**config.mk**
```make
export PLATFORM = sky130hd
export DESIGN_NAME = node_qscan
export DESIGN_NICKNAME = d
export VERILOG_FILES = /design/src/rtl/eer_pkg.sv /design/src/rtl/qscan_cmp.sv /design/src/rtl/node_qscan.sv
export SDC_FILE = /design/constraint.sdc
export NUM_CORES = 1
export LEC_CHECK = 0
export CORE_ASPECT_RATIO = 0.8
export CORE_MARGIN = 4
export CORE_UTILIZATION = 49
export CTS_BUF_LIST = sky130_fd_sc_hd__clkbuf_8
export DETAILED_ROUTE_END_ITERATION = 6
export GPL_TIMING_DRIVEN = 0
export PLACE_DENSITY = 0.78
export RECOVER_POWER = 25
export SLEW_MARGIN = 30
export SYNTH_ARGS = -nofsm -noshare
export SYNTH_HDL_FRONTEND = slang
export SYNTH_SLANG_ARGS = --single-unit
```
**constraint.sdc**
```tcl
create_clock -name clk -period 2.04 [get_ports clk]
set_input_delay 0.204 -clock clk [delete_from_list [all_inputs] [get_ports clk]]
set_output_delay 0.204 -clock clk [all_outputs]
set_load 0.05 [all_outputs]
```
**src/rtl/eer_pkg.sv**
```systemverilog
// Shared constants and FSM encoding for the EER-RL routing datapath blocks.
package eer_pkg;
    localparam int WORD_WIDTH = 16;
    localparam int MEM_DEPTH  = 64;
    localparam int IDX_WIDTH  = 6;
    localparam int CNT_WIDTH  = 7;

    typedef enum logic [1:0] {
        ST_IDLE  = 2'd0,
        ST_SCAN  = 2'd1,
        ST_DRAIN = 2'd2,
        ST_DONE  = 2'd3
    } qscan_state_t;
endpackage

```
**src/rtl/qscan_cmp.sv**
```systemverilog
// Registered running-maximum stage: keeps the first index holding the largest value seen.
// QSCAN_SKIP_ZERO_EN: zero-valued entries are treated as empty and never win.
module qscan_cmp #(
    parameter int WORD_WIDTH = eer_pkg::WORD_WIDTH,
    parameter int IDX_WIDTH  = eer_pkg::IDX_WIDTH
) (
    input  logic                  clk,
    input  logic                  nrst,
    input  logic                  clear,
    input  logic                  vld,
    input  logic [IDX_WIDTH-1:0]  idx,
    input  logic [WORD_WIDTH-1:0] data,
    output logic                  found,
    output logic [IDX_WIDTH-1:0]  best_index,
    output logic [WORD_WIDTH-1:0] best_q
);
    logic eligible;
    logic update;

`ifdef QSCAN_SKIP_ZERO_EN
    assign eligible = vld && (data != '0);
`else
    assign eligible = vld;
`endif

    // Strictly greater: a later equal value never displaces the lower index.
    assign update = eligible && (!found || (data > best_q));

    always_ff @(posedge clk or negedge nrst) begin
        if (!nrst) begin
            found      <= 1'b0;
            best_index <= '0;
            best_q     <= '0;
        end else if (clear) begin
            found      <= 1'b0;
            best_index <= '0;
            best_q     <= '0;
        end else if (update) begin
            found      <= 1'b1;
            best_index <= idx;
            best_q     <= data;
        end
    end
endmodule

```
**src/rtl/node_qscan.sv**
```systemverilog
// Scans the node memory bank for the entry with the largest Q-value among the first node_count.
// QSCAN_SKIP_ZERO_EN (see qscan_cmp): zero entries are ignored as empty.
module node_qscan #(
    parameter int WORD_WIDTH = eer_pkg::WORD_WIDTH,
    parameter int MEM_DEPTH  = eer_pkg::MEM_DEPTH,
    parameter int IDX_WIDTH  = eer_pkg::IDX_WIDTH
) (
    input  logic                           clk,
    input  logic                           nrst,
    input  logic                           start,
    input  logic [eer_pkg::CNT_WIDTH-1:0]  node_count,
    input  logic [WORD_WIDTH-1:0]          mem_data,
    output logic [IDX_WIDTH-1:0]           mem_index,
    output logic                           busy,
    output logic                           done,
    output logic                           found,
    output logic [IDX_WIDTH-1:0]           best_index,
    output logic [WORD_WIDTH-1:0]          best_q
);
    import eer_pkg::*;

    qscan_state_t         state;
    logic [IDX_WIDTH-1:0] last_idx;
    logic [CNT_WIDTH-1:0] n_clamp;
    logic                 accept;
    logic                 vld_p0;
    logic                 vld_p1;
    logic [IDX_WIDTH-1:0] idx_p1;

    assign accept  = start && (state == ST_IDLE);
    assign n_clamp = (node_count > CNT_WIDTH'(MEM_DEPTH)) ? CNT_WIDTH'(MEM_DEPTH) : node_count;

    always_ff @(posedge clk or negedge nrst) begin
        if (!nrst) begin
            state     <= ST_IDLE;
            mem_index <= '0;
            last_idx  <= '0;
            vld_p0    <= 1'b0;
            busy      <= 1'b0;
            done      <= 1'b0;
        end else begin
            case (state)
                ST_IDLE: begin
                    if (start) begin
                        busy     <= 1'b1;
                        last_idx <= IDX_WIDTH'(n_clamp - CNT_WIDTH'(1));
                        if (n_clamp != '0) begin
                            state     <= ST_SCAN;
                            mem_index <= '0;
                            vld_p0    <= 1'b1;
                        end else begin
                            state <= ST_DONE;
                        end
                    end
                end
                ST_SCAN: begin
                    if (mem_index == last_idx) begin
                        state  <= ST_DRAIN;
                        vld_p0 <= 1'b0;
                    end else begin
                        mem_index <= mem_index + IDX_WIDTH'(1);
                    end
                end
                ST_DRAIN: begin
                    // vld_p1 high here means the last read is being compared on this edge.
                    if (vld_p1) begin
                        state <= ST_DONE;
                    end
                end
                ST_DONE: begin
                    if (!done) begin
                        done <= 1'b1;
                    end else begin
                        done  <= 1'b0;
                        busy  <= 1'b0;
                        state <= ST_IDLE;
                    end
                end
                default: state <= ST_IDLE;
            endcase
        end
    end

    // p0 -> p1: index travels with its read so the returning word is tagged correctly.
    always_ff @(posedge clk or negedge nrst) begin
        if (!nrst) begin
            vld_p1 <= 1'b0;
        end else begin
            vld_p1 <= vld_p0;
        end
    end

    always_ff @(posedge clk) begin
        idx_p1 <= mem_index;
    end

    qscan_cmp #(
        .WORD_WIDTH (WORD_WIDTH),
        .IDX_WIDTH  (IDX_WIDTH)
    ) u_cmp (
        .clk        (clk),
        .nrst       (nrst),
        .clear      (accept),
        .vld        (vld_p1),
        .idx        (idx_p1),
        .data       (mem_data),
        .found      (found),
        .best_index (best_index),
        .best_q     (best_q)
    );
endmodule

```
==> summary.md <==
| Metric | Value |
|---|---|
| Largest net degree at the start of global routing | 26 |
| Syn_nets | 389 |
| Critical-path maximum fanout | 10 |
| DR iter-0 viols | 162 |
| Synth Area per Inst | 9.229 um^2 |
| HP Class | reg -> reg |
| Global Route Usage Sum | 0.2376 |
| Final Net Count | 465 |
| Top Ports | 57 |
| Vias | 3065 |
| Asr flop ratio synth | 0.8723 |
| RSZ-0062 raised after global routing | true |
| Initial Util | 0.5171 |
| Die area | 7756 um^2 |
| First-pass GRT wire length | 14990 um |
| Fillers | 416 |
| Core ar. | 6068 um^2 |
| PnR worst setup slack | -0.1448 ns |
| Sequential share of the synthesized area | 0.3652 |
| Clock skew | 0.01355 ns |
| Post-synth EDFFs | 0 |
| Yosys cell types | 48 |
| Drt wl/cell | 18.64 um |
| Reg2Reg Depth | 8 |
| Final core utilization | 0.7540 |
| DP HPWL | 6198 um |
| Clock Tree Root | clkbuf_8 |
| Outcome | complete, but fails checks |
| Syn Inst Count | 340 |
| Overall power | 2.077 mW |
| Final Instance Count excl. Fillers | 498 |
| Setup Viol. Count Final | 22 |
| Violated checks | negative setup slack |
| First drt pass iteration count | 5 |
| Top cell type's share of synthesized area | 0.3270 |
| Reg2reg setup slack | -0.14 ns |
| Number of CTS-inserted buffers | 5 |
| CTS H-tree depth | 2 |
| Vias in the first global route | 3098 |
| WL final | 9285 um |
| Peak VDD IR | 0.2516 mV |
| Die X | 97.47 um |
| Share of post-route cells with drive strength above 1 | 0.2878 |
| # DRC | 0 |
| Clk slew on worst S/H paths | 0.10 ns |
| Total gr overflow | 0 |
| Final max-slew violation count | 0 |
| Critical Path End Type | register |
| Met3 Use GR | 0.03843 |
| Die height | 79.58 um |
| Critical Path AT | 2.40 ns |
| Routability cong. | 0.9253 |
| Max Cap Viol | 0 |
| Peak Freq | 457.7 MHz |
| Rel. slew slack | 0.1313 |
| Clock Path Buffers | 2 |
| Data required, critical path | 2.26 ns |
| Primary FF master, synth | dfrtp_1 |
| Synth cell count leaders | nand2_1 (44), dfrtp_1 (41) |
| Hold path cells | 0 |
| Syn-to-layout area delta | 45.81% |
| PD cells | 453.8 nW/um^2 |
| Cell with the most instances after synthesis | nand2_1 |
| Placed instance count | 478 |
| GR peak layer | met2 |
| Initial antenna violation count | 0 |
| Slew @ Worst Pin | 1.303 ns |
| Rows | 25 |
| Final hold slack | 0.3868 ns |
| Pleak | 1.888 nW |
| Tmin final | 2.185 ns |
| CTS tree | built |
| Post-synthesis instance area | 3138 um^2 |
| Grt met2 use | 0.3919 |
| Hold Vio Cnt, Final | 0 |
| Flip-flop and latch count after synthesis | 47 |
| Nature of the critical path startpoint | register |
| Vias per std cell | 6.155 |
| Ranking of synthesized cells by area | dfrtp_1 (33%), ha_1 (9.2%), and4_1 (6.4%) |
| Tcrit/Tclk final | 1.071 |
| Final ANT Viol Nets | 0 |
| CTS Sinks | 47 |
| Largest area contributor in the netlist | dfrtp_1 |
| Worst-Skew Late Latency | 0.32 ns |
| YS warnings | 0 |
| Port Buffers | 55 |
| Met1 Use GR | 0.3119 |
| Ant. Diodes | 0 |
| Crit path kind | reg -> reg |
==> kinds of logic after synthesis <==
logic type | Yosys count | share of synthesized area
mux | 4 | 0.01316
fa+ha+maj | 23 | 0.09171
simple gates | 110 | 0.2073
flops | 47 | 0.3652
xor+xnor | 10 | 0.02791
compound gates | 96 | 0.2281
buf+inv | 50 | 0.06658
==> area by class of cell <==
class,instances,area [um^2],area share
multi-input combinational,243,2196,0.4799
sequential,47,1167,0.2551
timing repair buffer,70,705.7,0.1542
buffer,26,206.4,0.04512
tap,81,101.3,0.02215
inverter,23,86.33,0.01887
clock buffer,5,68.82,0.01504
clock inverter,3,43.79,0.009571
==> flip-flops by register name, indices dropped and copies added (netlist names), 2 cells and up <==
name and count:
u_cmp.best_index 6, mem_index 6, u_cmp.best_q 16, idx_p1 6, last_idx 6, state 2
==> worst max-delay path, cell delays in order, from the launching register on <==
cell	delay [ns]
dfrtp_2	0.39
inv_2	0.06
ha_4	0.28
nand4_4	0.14
nor4_4	0.35
a21bo_4	0.29
and3b_4	0.23
buf_8	0.16
o31ai_2	0.19
==> path summary, 6_finish.rpt <==
check                                 start             endpoint
setup / recovery           u_cmp.best_q[15]  u_cmp.best_index[3]
hold / removal                       vld_p0               vld_p1
setup reg to reg           u_cmp.best_q[15]  u_cmp.best_index[3]
hold reg to reg                      vld_p0               vld_p1
max in group asynchronous              nrst     u_cmp.best_q[15]
min in group asynchronous              nrst      u_cmp.best_q[5]
==> per-stage QoR <==
stage               instance area, um^2  TNS, ns  worst slack, ns
detailed placement                 3916   -11.12          -0.4570
global route                       4576   -3.951          -0.2034
floorplan                          3222  -0.8963         -0.04455
global placement                   3874   -28.57          -0.5538
CTS                                4323  -0.7469         -0.05541
finish                             4576   -2.475          -0.1448
==> placed cells by master, fill, tap and decap left out, types with 9 or more instances in the layout <==
cell,n
nand2_1,42
o21ai_0,9
buf_4,13
clkdlybuf4s50_1,53
ha_4,9
a32oi_1,11
dfrtp_1,24
clkbuf_8,9
and4_1,23
a21oi_1,22
xor2_1,9
o31ai_2,15
inv_1,15
dfrtp_2,17
ha_1,14
==> metal layers <==
layer  up-vias  wire length, um
met5         -                0
met4         0              174
met3        14              650
met2       151             4334
met1      1468             4124
li1       1432                -
==> power breakdown <==
part	internal, mW	switching [mW]
Sequential	0.947	0.0107
Combinational	0.174	0.225
Clock	0.366	0.353
Total	1.49	0.589
==> timing repair <==
| action | in CTS | in global routing |
|---|---|---|
| pin swaps | 6 | 6 |
| gates cloned | 1 | 1 |
| hold buffers | 1 | 0 |
| gates resized for setup | 45 | 47 |
| buffers inserted | 3 | 7 |
| hold endpoints to repair | 24 | 0 |
| endpoints found under the setup margin | 29 | 27 |
No activity file was read; power rests on OpenSTA's default activity.
